==> config.mk <==
export PLATFORM = sky130hd
export DESIGN_NAME = dpram_acc
export DESIGN_NICKNAME = d
export VERILOG_FILES = /design/src/rtl/dpram_core.sv /design/src/rtl/dpram_acc.sv
export SDC_FILE = /design/constraint.sdc
export NUM_CORES = 2
export LEC_CHECK = 0
export BUFFER_PORTS_ARGS = -buffer_cell sky130_fd_sc_hd__buf_2
export CAP_MARGIN = 20
export CORE_AREA = 8 8 753 458
export DETAILED_ROUTE_END_ITERATION = 8
export DIE_AREA = 0 0 761 466
export PLACE_DENSITY = 0.76
export SKIP_CTS_REPAIR_TIMING = 1
export SYNTH_ARGS = -nofsm -noshare
export SYNTH_HDL_FRONTEND = slang
export SYNTH_SLANG_ARGS = --single-unit
==> constraint.sdc <==
create_clock -name clk -period 15.42 [get_ports clk]
set_input_delay 1.542 -clock clk [delete_from_list [all_inputs] [get_ports clk]]
set_output_delay 1.542 -clock clk [all_outputs]
set_load 0.1 [all_outputs]
==> src/rtl/dpram_core.sv <==
// Plain dual-port storage: one write port, two registered read ports, read-first.
// The array has no reset so synthesis can map it onto block RAM.
module dpram_core #(
  parameter int aw = 8,
  parameter int dw = 16
) (
  input  logic          clk,
  input  logic          we,
  input  logic [aw-1:0] waddr,
  input  logic [dw-1:0] wdata,
  input  logic [aw-1:0] raddr_a,
  output logic [dw-1:0] rdata_a,
  input  logic [aw-1:0] raddr_b,
  output logic [dw-1:0] rdata_b
);

  logic [dw-1:0] mem [0:(1<<aw)-1];
  logic [dw-1:0] rdata_a_q, rdata_b_q;

  always_ff @(posedge clk) begin
    if (we) mem[waddr] <= wdata;
    rdata_a_q <= mem[raddr_a];
    rdata_b_q <= mem[raddr_b];
  end

  assign rdata_a = rdata_a_q;
  assign rdata_b = rdata_b_q;

endmodule

==> src/rtl/dpram_acc.sv <==
// Dual-port RAM with read-modify-write accumulate on port A, plain read port B
// and a hardware clear sweep that streams zero-writes through the port A pipeline.
module dpram_acc #(
  parameter int aw  = 8,
  parameter int dw  = 16,
  parameter int sat = 0
) (
  input  logic          clk,
  input  logic          rst,
  input  logic [aw-1:0] addra,
  input  logic [dw-1:0] dina,
  input  logic          wena,
  input  logic          acca,
  output logic [dw-1:0] douta,
  input  logic [aw-1:0] addrb,
  output logic [dw-1:0] doutb,
  input  logic          clr,
  output logic          busy
);

  localparam logic st_idle  = 1'b0;
  localparam logic st_sweep = 1'b1;

  logic          state_q, state_d;
  logic [aw-1:0] cnt_q, cnt_d;
  logic          s1_vld_q, s1_vld_d;
  logic          s1_wr_q, s1_wr_d;
  logic [aw-1:0] s1_addr_q, s1_addr_d;
  logic [dw-1:0] s1_data_q, s1_data_d;
  logic          hit_q, hit_d;
  logic [dw-1:0] fwd_q, fwd_d;
  logic          rd_vld_q, rd_vld_d;

  logic          we;
  logic [aw-1:0] waddr;
  logic [dw-1:0] wdata;
  logic [dw-1:0] ram_a, ram_b;
  logic [dw-1:0] old_a;
  logic [dw:0]   sum;
  logic [dw-1:0] acc_res;

  dpram_core #(.aw(aw), .dw(dw)) u_core (
    .clk     (clk),
    .we      (we),
    .waddr   (waddr),
    .wdata   (wdata),
    .raddr_a (addra),
    .rdata_a (ram_a),
    .raddr_b (addrb),
    .rdata_b (ram_b)
  );

  // Commit stage: the op captured last cycle writes now. The RAM read for the
  // same op missed only the write that shared its read edge, which hit_q covers.
  always_comb begin
    busy    = (state_q == st_sweep);
    old_a   = hit_q ? fwd_q : ram_a;
    sum     = {1'b0, old_a} + {1'b0, s1_data_q};
    acc_res = sum[dw-1:0];
    if (sat != 0 && sum[dw]) acc_res = '1;
    we      = s1_vld_q & ~rst;
    waddr   = s1_addr_q;
    wdata   = s1_wr_q ? s1_data_q : acc_res;
    douta   = rd_vld_q ? old_a : '0;
    doutb   = rd_vld_q ? ram_b : '0;
  end

  always_comb begin
    state_d   = state_q;
    cnt_d     = cnt_q;
    s1_vld_d  = wena | acca;
    s1_wr_d   = wena;
    s1_addr_d = addra;
    s1_data_d = dina;
    case (state_q)
      st_idle: begin
        if (clr) begin
          state_d = st_sweep;
          cnt_d   = '0;
        end
      end
      default: begin
        if (clr) cnt_d = '0;
        else if (cnt_q == '1) begin
          state_d = st_idle;
          cnt_d   = '0;
        end else cnt_d = cnt_q + 1'b1;
      end
    endcase
    // While sweeping, user strobes are dropped and a zero-write is issued instead.
    if (busy) begin
      s1_vld_d  = 1'b1;
      s1_wr_d   = 1'b1;
      s1_addr_d = cnt_q;
      s1_data_d = '0;
    end
    hit_d    = we && (waddr == addra);
    fwd_d    = wdata;
    rd_vld_d = 1'b1;
  end

  always_ff @(posedge clk) begin
    if (rst) begin
      state_q   <= st_idle;
      cnt_q     <= '0;
      s1_vld_q  <= 1'b0;
      s1_wr_q   <= 1'b0;
      s1_addr_q <= '0;
      s1_data_q <= '0;
      hit_q     <= 1'b0;
      fwd_q     <= '0;
      rd_vld_q  <= 1'b0;
    end else begin
      state_q   <= state_d;
      cnt_q     <= cnt_d;
      s1_vld_q  <= s1_vld_d;
      s1_wr_q   <= s1_wr_d;
      s1_addr_q <= s1_addr_d;
      s1_data_q <= s1_data_d;
      hit_q     <= hit_d;
      fwd_q     <= fwd_d;
      rd_vld_q  <= rd_vld_d;
    end
  end

endmodule

**Word level (Yosys, flattened, before mapping)**

Memory sizes are Yosys's and may differ from the RTL's. A register that Yosys moved wholly into a read port is not among the register bits.
Index checks and enable logic that the tools add are counted.

- Reductions and logical operators: 3
- Multiplexer cells: 18
- Bitwise operators: 3
- Add/sub/neg operators: 2
- Eq/ne operators: 2

Operators with widths:

| kind | count |
|---|---|
| 2-to-1 mux 16 bit | 4 |
| 2-to-1 mux 8 bit | 5 |
| adder 16 bit | 1 |
| 2-to-1 mux 1 bit | 9 |
| adder 8 x 1 -> 8 bit (second input constant) | 1 |
| equality test 8 bit | 1 |
| equality test 8 bit (second input constant) | 1 |
| nonzero test 2 bit | 1 |
| OR reduction 2 bit | 1 |
| bitwise AND 1 bit | 1 |
| logical AND 1 bit | 1 |
| NOT 1 bit | 1 |
| bitwise OR 1 bit | 1 |

- Bits of input ports: 37
- Memories kept: 1
- Flip-flop bits (word level): 53
- Logic and storage cells: 38
- Output and inout port bits: 33
- Memory bits (writable): 4,096

Memory list:

| memory | depth | bits a word | rd ports | clocked after memory_dff | wr ports | line | text |
|---|---|---|---|---|---|---|---|
| u_core.mem | 256 | 16 | 2 | 2 | 1 | dpram_core.sv:17 | `logic [dw-1:0] mem [0:(1<<aw)-1];` |

**Depth between registers and ports, before layout**

- Depth after elaboration: 4
- Mapped depth: 12

**By module**

From an unflattened synthesis, not the netlist that was laid out.

- Cells, all modules: 10,489
- Area total of the unflattened synthesis: 194,655.4 sq um

By module, submodules not included:

| module | area each (sq um) | instances | cells an instance |
|---|---|---|---|
| dpram_core | 191,586.2 | 1 | 10,135 |
| dpram_acc | 3,069.2 | 1 | 354 |

**Worst setup path before layout**

No wires, ideal clock.

- Path type: register -> register
- Start: register hit_q
- End: memory u_core.mem[0][11], data pin
- Stages on the path, launching flop included: 13
- Slack: 0.713 ns
- Path buffers: 2
- Required time: 13.233 ns
- Clock period less this slack: 14.707 ns
- Library setup time: 2.187 ns
- Data arrival time: 12.520 ns
- Cell sequence: dfxtp_1 clkbuf_1 clkbuf_1 mux2i_1 inv_1 ha_1 a211oi_1 nor3_1 nor2_1 a311oi_1 a21oi_1 xor2_1 o21ai_0

- Longest elaborated chain between the ends: 3

Ends and longest elaborated chain:

| item | line | text |
|---|---|---|
| start, declared | dpram_acc.sv:30 | `logic hit_q, hit_d;` |
| start signal, assigned | dpram_acc.sv:120 | `hit_q <= hit_d;` |
| 2-to-1 mux 16 bit | dpram_acc.sv:57 | `old_a = hit_q ? fwd_q : ram_a;` |
| adder 16 bit | dpram_acc.sv:58 | `sum = {1'b0, old_a} + {1'b0, s1_data_q};` |
| 2-to-1 mux 16 bit | dpram_acc.sv:63 | `wdata = s1_wr_q ? s1_data_q : acc_res;` |
| named net fwd_d[11] | dpram_acc.sv:31 | `logic [dw-1:0] fwd_q, fwd_d;` |
| end, declared | dpram_core.sv:17 |  |

The timed path passes the listed nets, and every way through them passes these cells.

**Worst setup path after layout**

- Start: register u_core.rdata_a_q[0], in the netlist u_core.rdata_a[0], read port of u_core.mem
- End: memory u_core.mem[34][14], data pin

- Longest elaborated chain between the ends: 3

Ends and longest elaborated chain:

| item | line | text |
|---|---|---|
| start, declared | dpram_core.sv:18 | `logic [dw-1:0] rdata_a_q, rdata_b_q;` |
| 2-to-1 mux 16 bit | dpram_acc.sv:57 |  |
| adder 16 bit | dpram_acc.sv:58 |  |
| 2-to-1 mux 16 bit | dpram_acc.sv:63 |  |
| named net fwd_d[14] | dpram_acc.sv:31 |  |

The timed path passes the listed nets, and every way through them passes these cells.

==> reports/results.txt <==
The floorplan step defined a core boundary enclosing 334,000 um2. The share of total power consumed by net switching was 25.5%. Once detail routing completed, the nets flagged for antenna violations numbered 0.

The critical path data required time was 16,150 ps; the upper clock frequency limit was 145 MHz. The detailed router finished its first iteration with 23,500 violations. The worst setup path is launched from a register. The instance area at placement was 199,000 um2.

The root buffer cell chosen for the clock tree is clkbuf_16. Summing the areas of all fa, ha and maj instances in the mapped netlist gives 0.114% of the synthesized area. The floorplan step set the die height to 466 um. In the final routed layout, each cell accounts on average for 45.8 um. After synthesis, flip-flops and latches occupy 64.8% of the total area. The post-route fraction of the period consumed by the critical path works out to 44.6%.

The count of buffers added on input and output ports is 69. In this run the power density over the cells is 123 nW/um2. The Yosys step of the flow raised 0 warnings. The worst-case IR drop observed on VDD is 110 uV. The hold violation count in the final report is 0, and the area fraction in compound gates after synthesis is 2.71%.

After synthesis, the netlist uses 65 different library cells. The clock passes through at most 4 buffers. The x dimension of the die works out to 761 um. For this run, design rule violations remaining after detail routing come to 45. The tools report the overall via count from detail_route as 113,000. On the final layout, the worst hold slack is 530 ps. Across the run, the number of max-cap violations was 0. The cell area after technology mapping came out at 192,000 um2.

Sequential cells burn 51.4% of the power. The tools report the standby leakage power as 65.6 nW. Of the total synthesized cell area, the portion taken by AND, OR, NAND and NOR gates is 1.94%.

The run finished, with violations left. After legalization and detailed placement, the total HPWL measured 416 mm. Setup repair after global routing left no endpoint under its margin. The critical path data arrival time was 7610 ps. The worst path needs 6880 ps of the cycle, external delays included.

The number of synthesized register bits was 4,181; the xor and xnor area share after synthesis was 0.0865%. First-pass GRT wire length: 879 mm. At the end of routability-driven placement, the weighted congestion stood at 1.04. The dominant combinational cell family by area after synthesis is multiplexers. The aggregate global-route resource usage was 35.7%. In this run the worst hold path is classified as register to register.

The number of sinks on the clock net was 4,181. During I/O placement, the number of pins put on the boundary was 70. The later pin in the worst-skew pair is clocked with a latency of 980 ps. With fillers left out, the area of the finished cells amounts to 212,000 um2. Entering global routing, the biggest net connects 178 pins. The clock tree synthesis step divided the H-tree into 5 levels.

After global routing the overflow that remains totals 0. Share of flip-flops with an asynchronous set or reset after synthesis: 0%. Between clock sinks in the finished design, the worst skew comes to 83.0 ps.

The highest net fanout along the worst path is 81. The logs give 0.00666 W for the switching power and 66 for the number of antenna violations at the first check in global routing. In the layout the commonest cells are 4,096 x edfxtp_1, 2,240 x mux4_2, 455 x buf_4, 393 x clkbuf_16, 279 x o22ai_1. The type of the worst setup path was register to register.

The final setup violation count is 0, and the fraction of final layout cells sized beyond drive strength 1 is 40.6%. The number of clock buffers added by TritonCTS is 383. The proportion of synthesized area in mux cells was 28.1%; the post-synthesis to final-layout area growth was 10.4%. The starting density of the core was 57.6%; the post-synthesis cell count was 9,020.

Across all setup checks in the final design, the least slack found is 8540 ps. In the routed layout, each cell is associated on average with a via count of 8.03. For the total wire length after detailed routing, the log shows 645 mm.

At the pin with the least slew margin, the transition time is 1420 ps. The relative contribution of combinational cells to total power came out at 11.7%. The checks that failed: DRC. The count of flip-flops with a built-in enable after synthesis is 4,096, and the number of optimization iterations in the first detailed-route pass is 9.

TritonCTS built the clock tree. The run gives 0.0262 W as the overall power after layout. The setup slack after placement was 8120 ps; the count of pins over their slew limit was 0. Adding up every negative setup slack in the final design gives 0 ps.

The tools report the layout net count as 9,339. After clock tree synthesis, the clock-pin slew on the worst setup and hold paths is 70 ps. The die covers 355,000 um2. The post-synthesis average cell area is 21.3 um2. The number of nets handed over by synthesis was 9,074. The worst setup path is captured at a register. In this run the tightest slew margin relative to its limit is 5.21%.

The via count of the first global-routing pass is 107,000, and the cell-internal power is 0.0195 W. The most common library cell in the layout ignoring fill and taps was edfxtp_1. The initialized floorplan defines 165 standard-cell rows. The portion of total power attributed to the clock network is 36.9%. For this run, the leading register cell type out of synthesis is edfxtp_1.
-- cells in the mapped netlist (57+ instances only) --
library cell,instances,area [um2]
buf_6,91,1020
nor4_1,68,425
a211oi_1,62,465
buf_4,120,901
nand2_1,69,259
edfxtp_1,4096,123000
a22oi_1,107,803
mux2_2,189,2130
o22ai_1,285,1780
mux2i_1,145,1450
buf_1,57,214
o211ai_1,62,465
and2_1,60,375
dfxtp_1,85,1700
buf_2,202,1010
nor2_1,314,1180
mux4_2,2240,50400
clkbuf_1,251,942
-- final timing paths --
kind / slack [ps] / start / to / depth (start not counted)
worst max-delay path: 8540 / u_core.rdata_a[0] / u_core.mem[34][14] / 15
worst max register to register: 8540 / u_core.rdata_a[0] / u_core.mem[34][14] / 15
worst min-delay path: 530 / cnt_q[7] / s1_addr_q[7] / 2
worst min register to register: 530 / cnt_q[7] / s1_addr_q[7] / 2
-- area by class of cell --
type                            count  area, um2
Antenna cell                       56        140
Clock buffer                      468      10200
Clock inverter                    227       2160
Fill cell                       21600     122000
Inverter                            9       33.8
Multi-Input combinational cell   4091      64400
Sequential cell                  4181     125000
Tap cell                         4425       5540
Timing Repair Buffer              619       5340
-- per-layer routing --
layer / vias up / share of wire (%) / GRT usage [%]
li1: 40500 / - / -
met1: 59700 / 34 / 49.8
met2: 11400 / 40 / 45.8
met3: 1469 / 22 / 23.5
met4: 56 / 3.4 / 9.43
met5: - / 0.25 / 3.08
-- sequential cells by signal, summed over array words and instances, names as in the netlist --
| name | cells |
|---|---|
| busy | 1 |
| cnt_q | 8 |
| fwd_q | 16 |
| hit_q | 1 |
| rd_vld_q | 1 |
| s1_addr_q | 8 |
| s1_data_q | 16 |
| s1_vld_q | 1 |
| s1_wr_q | 1 |
| u_core.mem | 4096 |
| u_core.rdata_a | 16 |
| u_core.rdata_b | 16 |
-- kinds of logic (layout without fill, tap and decap cells) --
family	count (synthesis)	count (layout)
other cells	0	56
flops	4181	4181
fa+ha+maj	17	17
compound gates	729	729
buf+inv	748	1323
mux	2574	2574
simple gates	752	752
xor+xnor	19	19
-- power groups by stage --
stage | sequential, W | clock, W | combinational [W]
2_1_floorplan | 0.0141 | 0 | 0.00168
3_3_place_gp | 0.0137 | 0 | 0.00281
3_5_place_dp | 0.0137 | 0 | 0.00293
4_1_cts | 0.0134 | 0.00966 | 0.00294
5_1_grt | 0.0134 | 0.0101 | 0.00312
6_report | 0.0134 | 0.00966 | 0.00306
-- per-stage QoR --
| stage | util, % | std cells |
|---|---|---|
| after floorplan | - | 9020 |
| after global placement | 59.5 | 13200 |
| after detailed placement | 59.7 | 13300 |
| after CTS | 63.4 | 14000 |
| after global routing | 63.6 | 14000 |
| final | 63.6 | 14100 |
-- critical path: stages (launching register included) --
cell and delay [ps]:
dfxtp_1 840, mux2_2 310, ha_1 190, inv_1 70
fa_1 430, nor2b_1 180, o31a_1 230, o2111ai_1 200
a21boi_0 350, a41oi_1 210, xor2_1 230, a21oi_4 660
buf_4 570, buf_4 890, buf_4 560, buf_16 270
Note: power is estimated with default switching activity, not from simulation.
